### src/rtl/uart_pkg.sv
// rtl/uart_pkg.sv - shared state encoding, widths and defaults for the UART transmit arbiter
package uart_pkg;
  localparam int DATA_W            = 8;
  localparam int IDX_W             = 3;
  localparam int N_REQ_DEFAULT     = 4;
  localparam int MAX_BURST_DEFAULT = 16;

  typedef enum logic [2:0] {
    IDLE,
    LAUNCH,
    WAIT_ACK,
    WAIT_DONE,
    HOLD
  } arb_state_t;
endpackage

### src/rtl/rr_pick.sv
// rtl/rr_pick.sv - combinational round-robin search starting one past the last owner
module rr_pick
  import uart_pkg::*;
#(
  parameter int N_REQ = N_REQ_DEFAULT
) (
  input  logic [N_REQ-1:0] req,
  input  logic [IDX_W-1:0] last_owner,
  output logic [IDX_W-1:0] winner,
  output logic             found
);
  always_comb begin
    winner = '0;
    found  = 1'b0;
    for (int k = 1; k <= N_REQ; k++) begin
      for (int i = 0; i < N_REQ; i++) begin
        if (!found && req[i] && ((int'(last_owner) + k) % N_REQ == i)) begin
          found  = 1'b1;
          winner = IDX_W'(i);
        end
      end
    end
  end
endmodule

### src/rtl/uart_tx_arbiter.sv
// rtl/uart_tx_arbiter.sv - shares one byte transmitter among N_REQ byte streams
// with packet-level round-robin and a per-grant burst limit
module uart_tx_arbiter
  import uart_pkg::*;
#(
  parameter int N_REQ     = N_REQ_DEFAULT,
  parameter int MAX_BURST = MAX_BURST_DEFAULT
) (
  input  logic                    clk,
  input  logic                    rst_n,
  input  logic [N_REQ-1:0]        req_valid,
  input  logic [DATA_W*N_REQ-1:0] req_data,
  input  logic [N_REQ-1:0]        req_last,
  output logic [N_REQ-1:0]        req_ready,
  output logic                    tx_start,
  output logic [DATA_W-1:0]       tx_data,
  input  logic                    tx_finish,
  output logic [IDX_W-1:0]        grant,
  output logic                    busy
);
  arb_state_t        state;
  logic [IDX_W-1:0]  last_owner;
  logic [IDX_W-1:0]  pick_idx;
  logic [IDX_W-1:0]  take_idx;
  logic              pick_found;
  logic              take;
  logic              take_last;
  logic [DATA_W-1:0] take_data;
  logic              rst_settled;
  logic              last_q;
  logic [7:0]        burst_cnt;

  rr_pick #(.N_REQ(N_REQ)) u_rr_pick (
    .req        (req_valid),
    .last_owner (last_owner),
    .winner     (pick_idx),
    .found      (pick_found)
  );

  // A byte is consumed only from IDLE (new winner) or HOLD (current owner only)
  always_comb begin
    take      = 1'b0;
    take_idx  = grant;
    take_data = '0;
    take_last = 1'b0;
    req_ready = '0;
    if (state == IDLE && rst_settled && tx_finish && pick_found) begin
      take     = 1'b1;
      take_idx = pick_idx;
    end
    for (int i = 0; i < N_REQ; i++) begin
      if (state == HOLD && grant == IDX_W'(i) && req_valid[i]) take = 1'b1;
      if (take_idx == IDX_W'(i)) begin
        take_data = req_data[DATA_W*i +: DATA_W];
        take_last = req_last[i];
      end
    end
    for (int i = 0; i < N_REQ; i++) req_ready[i] = take && (take_idx == IDX_W'(i));
  end

  always_ff @(posedge clk or negedge rst_n) begin
    if (!rst_n) begin
      state       <= IDLE;
      tx_start    <= 1'b0;
      tx_data     <= '0;
      grant       <= '0;
      busy        <= 1'b0;
      last_owner  <= IDX_W'(N_REQ - 1);
      burst_cnt   <= '0;
      last_q      <= 1'b0;
      rst_settled <= 1'b0;
    end else begin
      rst_settled <= 1'b1;
      tx_start    <= 1'b0;
      case (state)
        IDLE, HOLD: begin
          if (take) begin
            state     <= LAUNCH;
            grant     <= take_idx;
            busy      <= 1'b1;
            tx_data   <= take_data;
            last_q    <= take_last;
            burst_cnt <= burst_cnt + 8'd1;
          end
        end
        LAUNCH: begin
          tx_start <= 1'b1;
          state    <= WAIT_ACK;
        end
        // tx_finish is still high from the previous byte until the transmitter reacts
        WAIT_ACK: if (!tx_finish) state <= WAIT_DONE;
        WAIT_DONE: begin
          if (tx_finish) begin
            if (last_q || burst_cnt == 8'(MAX_BURST)) begin
              state      <= IDLE;
              busy       <= 1'b0;
              last_owner <= grant;
              burst_cnt  <= '0;
            end else begin
              state <= HOLD;
            end
          end
        end
        default: state <= IDLE;
      endcase
    end
  end
endmodule

### config.mk
export PLATFORM = sky130hd
export DESIGN_NAME = uart_tx_arbiter
export DESIGN_NICKNAME = d
export VERILOG_FILES = /design/src/rtl/uart_pkg.sv /design/src/rtl/rr_pick.sv /design/src/rtl/uart_tx_arbiter.sv
export SDC_FILE = /design/constraint.sdc
export NUM_CORES = 1
export LEC_CHECK = 0
export BUFFER_PORTS_ARGS = -buffer_cell sky130_fd_sc_hd__buf_2
export CAP_MARGIN = 25
export CORE_MARGIN = 2
export CORE_UTILIZATION = 52
export DETAILED_ROUTE_END_ITERATION = 8
export PLACE_DENSITY_LB_ADDON = 0.2
export SLEW_MARGIN = 5
export SYNTH_ARGS = -nofsm -noshare
export SYNTH_HDL_FRONTEND = slang
export SYNTH_HIERARCHICAL = 1
export SYNTH_SLANG_ARGS = --single-unit
### constraint.sdc
create_clock -name clk -period 5.2 [get_ports clk]
set_input_delay 0.78 -clock clk [delete_from_list [all_inputs] [get_ports clk]]
set_output_delay 0.78 -clock clk [all_outputs]
set_load 0.02 [all_outputs]
# --- Word level (Yosys, flattened, before mapping) ---
# Index checks and enable logic that the tools add are counted.
word_totals:
  register_bits: 28
  latch_bits: 0
  ramBits: 0
  rom_bits: 0
  in_bits: 43
  output_inout_bits: 17
  mem_count: 0
op_classes:
  add_sub_neg: 5
  mul: 0
  div: 0
  order_cmp: 0
  eq_ne: 27
  shifts: 0
  n_mux: 59
  n_bitwise: 4
  reduce_logical: 79
ops:
  columns: ["op", "n"]
  rows:
  - ["$logic_not 32->1", 4]
  - ["$mux 8", 7]
  - ["$logic_and 1x1->1", 46]
  - ["$eq 3x2->1 const B", 10]
  - ["$mux 1", 30]
  - ["$mux 2", 14]
  - ["$eq 3x3->1 const B", 9]
  - ["$pmux 8 s2", 1]
  - ["$logic_not 1->1", 15]
  - ["$mux 3", 5]
  - ["$pmux 3 s4", 1]
  - ["$reduce_or 2->1", 5]
  - ["$eq 3x1->1 const B", 3]
  - ["$logic_not 3->1", 3]
  - ["$add 8x1->8 const B", 1]
  - ["$eq 8x5->1 const B", 1]
  - ["$ne 2x2->1 const B", 4]
  - ["$reduce_and 3->1", 2]
  - ["$add 2x1->2 const B", 2]
  - ["$add 2x2->2 const B", 2]
  - ["$and 1x1->1 const A", 4]
  - ["$reduce_and 4->1", 1]
  - ["$pmux 1 s2", 1]
  - ["$reduce_and 2->1", 1]
  - ["2 further kinds", 2]

# --- Longest topological paths before layout ---
depth:
  ltp_word: 74
  mapped_depth: 9
  depth_no_buf: 8

# --- Cells and area by module ---
# Netlist, hierarchy kept.
modules_own_cells:
  columns: ["mod", "instances", "cells_per_inst", "area_each_um2"]
  rows:
  - ["uart_tx_arbiter", 1, 174, 1755.4]
  - ["rr_pick", 1, 16, 90.1]

# --- Least setup slack after synthesis ---
# No wires, ideal clock.
synth_timing:
  kind: "input port to output port"
  start: "input req_valid[3]"
  end: "output req_ready[0]"
  t_arrival_ns: 2.398
  slack_ns: 2.022
  stages: 7
  n_path_buf: 0
  cell_sequence: "nor2b_2 > o21ai_1 > o311ai_1 > or3_1 > nor3_1 > nor2_1 > nor2_1"
synth_via:
  word_cells_on_any_way: 74
  cone_classes: "mux (32); reduce/logical (42)"
synth_lines:
  columns: ["item", "line_no", "rtl"]
  rows:
  - ["start: declaration", "uart_tx_arbiter.sv:11", "input logic [N_REQ-1:0] req_valid,"]
  - ["$logic_and 1x1->1 (2 in a row)", "rr_pick.sv:17", "if (!found && req[i] && ((int'(last_owner) + k) % N_REQ == i)) begin"]
  - ["$mux 1", "rr_pick.sv:17", null]
  - ["$logic_not 1->1", "rr_pick.sv:17", null]
  - ["$logic_and 1x1->1 (2 in a row)", "rr_pick.sv:17", null]
  - ["$mux 1", "rr_pick.sv:17", null]
  - ["$logic_not 1->1", "rr_pick.sv:17", null]
  - ["$logic_and 1x1->1 (2 in a row)", "rr_pick.sv:17", null]
  - ["$mux 1", "rr_pick.sv:17", null]
  - ["[... 35 more ...]", null, null]
  - ["$mux 1", "rr_pick.sv:17", null]
  - ["$logic_not 1->1", "rr_pick.sv:17", null]
  - ["$logic_and 1x1->1 (2 in a row)", "rr_pick.sv:17", null]
  - ["$mux 2 (*)", "rr_pick.sv:17", null]
  - ["via pick_idx[0]", "uart_tx_arbiter.sv:23", "logic [IDX_W-1:0] pick_idx;"]
  - ["$mux 3 (*)", "uart_tx_arbiter.sv:47", "if (state == IDLE && rst_settled && tx_finish && pick_found) begin"]
  - ["$logic_not 3->1 (*)", "uart_tx_arbiter.sv:58", "for (int i = 0; i < N_REQ; i++) req_ready[i] = take && (take_idx == IDX_W'(i));"]
  - ["$logic_and 1x1->1 (*)", "uart_tx_arbiter.sv:58", null]
  - ["end: declaration", "uart_tx_arbiter.sv:14", "output logic [N_REQ-1:0] req_ready,"]
# The timed path passes the listed nets; every way through them passes the cells marked *.

# --- Final worst setup path ---
layout_timing:
  start: "register grant[1]"
  end: "output req_ready[2]"
layout_via:
  elab_chain_len: 8
  word_cells_on_any_way: 19
  cone_classes: "eq/ne (4); mux (5); reduce/logical (10)"
layout_rtl:
  columns: ["item", "line_no", "rtl"]
  rows:
  - ["start: declaration", "uart_tx_arbiter.sv:18", "output logic [IDX_W-1:0] grant,"]
  - ["start signal: assignment", "uart_tx_arbiter.sv:79", "grant <= take_idx;"]
  - ["$logic_not 3->1", "uart_tx_arbiter.sv:52", "if (state == HOLD && grant == IDX_W'(i) && req_valid[i]) take = 1'b1;"]
  - ["$logic_and 1x1->1 (2 in a row)", "uart_tx_arbiter.sv:52", null]
  - ["$mux 1 (4 in a row)", "uart_tx_arbiter.sv:52", null]
  - ["$logic_and 1x1->1 (*)", "uart_tx_arbiter.sv:58", null]
# Mark *: on every way between the ends. The rest lies on a longest branch, timed or not.

==> impl_table.tex <==
\begin{tabular}{lr}
\hline
Metric & Value \\
\hline
\multicolumn{2}{l}{\textbf{Place}} \\
Setup Slack @ Placement & between 1.5 and 2 ns \\
DP HPWL & about 3300 um \\
Number of cells after detailed placement & 285 \\
Count of port buffers added during placement & between 50 and 60 \\
Placer congestion estimate & about 0.8 \\
Placed instance area & between 0.002 and 0.0025 mm\^{}2 \\
\multicolumn{2}{l}{\textbf{Timing}} \\
Relative slew slack & a little under half \\
Timing-limited maximum frequency & between 300 and 400 MHz \\
Total setup violations reported at the end of the flow & 0 \\
Clock period minus worst slack & around 3.3 ns \\
Actual slew at the worst max-slew pin & 0.806 ns \\
Number of slew-limit violations in the final report & 0 \\
Unrepaired setup endpoints after global routing & false \\
Setup slack after layout & approximately 1.9 ns \\
Final Hold Slack & between 0.4 and 0.5 ns \\
Final period utilization & a little under two thirds \\
Clock skew after layout & around 0.0057 ns \\
Sum of negative setup slack & 0 ns \\
Number of endpoints with negative hold slack in the final report & 0 \\
\multicolumn{2}{l}{\textbf{Worst setup path}} \\
Slowest cell on crit path & dfrtp\_1 \\
Delay of the slowest cell on the worst path & around 0.6 ns \\
Ordered list of cells on the worst path & mux2i\_1 > or3b\_4 > a31oi\_4 > and3\_1 > buf\_2 \\
Data arrival time of the worst path & between 2 and 3 ns \\
Depth of the most critical reg-to-reg path & 5 \\
Worst R2R Setup Slack & around 2.7 ns \\
Worst reg2reg path endpoint & burst\_cnt[7] \\
Top Family by Delay on Critical Path & simple AND/OR/NAND/NOR gates \\
R2R Path Start & grant[1] \\
Endpoint type of the worst setup path & primary output \\
Maximum fanout encountered on the critical timing path & 28 \\
Buffers \& Inverters on Critical Path & 1 \\
Type of the setup path with the least slack & reg -> out \\
Type of element launching the critical path & flop \\
Required time of the worst setup path & $\sim$4.4 ns \\
\multicolumn{2}{l}{\textbf{Die}} \\
Starting density of the core & 54.2\% \\
Die area & about 0.0040 mm\^{}2 \\
Floorplan die width & 63.0 um \\
Placeable Area & approximately 0.0033 mm\^{}2 \\
Ports placed on the boundary & 60 \\
Core Rows & 21 \\
Vertical die dimension & approximately 63 um \\
\multicolumn{2}{l}{\textbf{CTS}} \\
Post-CTS Hold Buffers & 0 \\
Clock latency of the later-clocked register in the worst-skew pair & $\sim$0.33 ns \\
Clock tree sinks & 28 \\
Clock buffer count from CTS & 3 \\
Number of gates resized after CTS & 0 \\
Number of setup buffers added after CTS & 0 \\
Number of levels the H-tree was split into & 1 \\
Clock slew at reported path FFs & 0.16 ns \\
Maximum buffer depth of the clock tree & 2 \\
Clock tree from TritonCTS & yes \\
Cell at the root of the clock tree & clkbuf\_4 \\
\multicolumn{2}{l}{\textbf{Finish}} \\
Final design area excluding fillers & 0.00216 mm\^{}2 \\
Antenna diode count & 0 \\
Area occupied by registers & about 700 um\^{}2 \\
Final core area utilization & approximately 65\% \\
Area of combinational cells with multiple inputs & approximately 0.0010 mm\^{}2 \\
Most common library cell in the layout ignoring fill and taps & buf\_2 \\
Most frequent cells in the layout & buf\_2 (59), dfrtp\_1 (26), o21ai\_0 (24), nor2\_1 (10) \\
Final-stage net count & about 290 \\
Filler cells & 307 \\
Area added between synthesis and finish & 19.3\% \\
Layout Cells excl Fill & 289 \\
Fraction of final layout cells sized beyond drive strength 1 & a little under two fifths \\
\multicolumn{2}{l}{\textbf{Detailed routing}} \\
Number of DRC markers in iteration 0 & about 120 \\
Average wire per standard cell & between 15 and 20 um \\
Total vias in the final route & approximately 1700 \\
Number of remaining DRC errors & 0 \\
Via density & $\sim$6 \\
Drt first pass iters & 4 \\
Routed wire length & approximately 4400 um \\
Remaining antenna violation count & 0 \\
\multicolumn{2}{l}{\textbf{Hold path}} \\
Hold Path Class & in -> async \\
\multicolumn{2}{l}{\textbf{Global route}} \\
Number of global-route vias before repair & between 1500 and 2000 \\
Maximum number of pins on one net before global-route repair & 29 \\
Total global routing track utilization & a little under a quarter \\
Global-route wire length before repair & between 7000 and 8000 um \\
Total gr overflow & 0 \\
Initial antenna violation count & 0 \\
\multicolumn{2}{l}{\textbf{Status}} \\
Outcome & finished clean \\
\multicolumn{2}{l}{\textbf{Synth}} \\
Cells after synthesis & approximately 190 \\
Syn Nets & $\sim$230 \\
Ys Warns & 6 \\
Post-synthesis area per instance & slightly below 10 um\^{}2 \\
Total standard cell area after synthesis & roughly 0.0018 mm\^{}2 \\
\multicolumn{2}{l}{\textbf{Power}} \\
Worst IR drop on VDD & about 0.24 mV \\
PwrDens & 457 mW/mm\^{}2 \\
Leakage power total & around 0.97 nW \\
Design Power & 0.987 mW \\
\multicolumn{2}{l}{\textbf{Flow run}} \\
Max-cap viol count & 0 \\
\hline
\end{tabular}
sequential cells by signal, summed over array words and instances (netlist names):
name         count
burst_cnt        8
busy             1
grant            3
last_owner       2
last_q           1
rst_settled      1
state            3
tx_data          8
tx_start         1
layout make-up:
| class | instances | share of cell area (%) |
|---|---|---|
| Clock buffer | 4 | 1.68 |
| Timing Repair Buffer | 60 | 14.0 |
| Multi-Input combinational cell | 147 | 48.3 |
| Inverter | 4 | 0.696 |
| Sequential cell | 28 | 32.6 |
| Tap cell | 46 | 2.67 |
report_power, final:
group	switching [mW]	internal, mW	total (mW)
clock network	0.0655	0.0428	0.108
registers	0.0816	0.302	0.384
logic	0.283	0.212	0.495
how the worst max path moves through the flow:
stage                     slack (ns)         start            to  depth (start not counted)
after floorplan                 2.02  req_valid[3]  req_ready[0]                          7
after global placement          1.96  req_valid[3]  req_ready[0]                         10
after detailed placement        1.94  req_valid[3]  req_ready[0]                         10
after CTS                       1.88      grant[1]  req_ready[2]                          5
after global routing            1.74      grant[1]  req_ready[2]                          5
final                           1.89      grant[1]  req_ready[2]                          5
per-layer routing:
| layer | global-route usage, % | part of all wire [%] |
|---|---|---|
| met5 | 0 | 0 |
| met4 | 6.67 | 0.71 |
| met3 | 3.06 | 6.5 |
| met2 | 38.3 | 48 |
| met1 | 32.5 | 45 |
No activity file was read; power rests on OpenSTA's default activity.
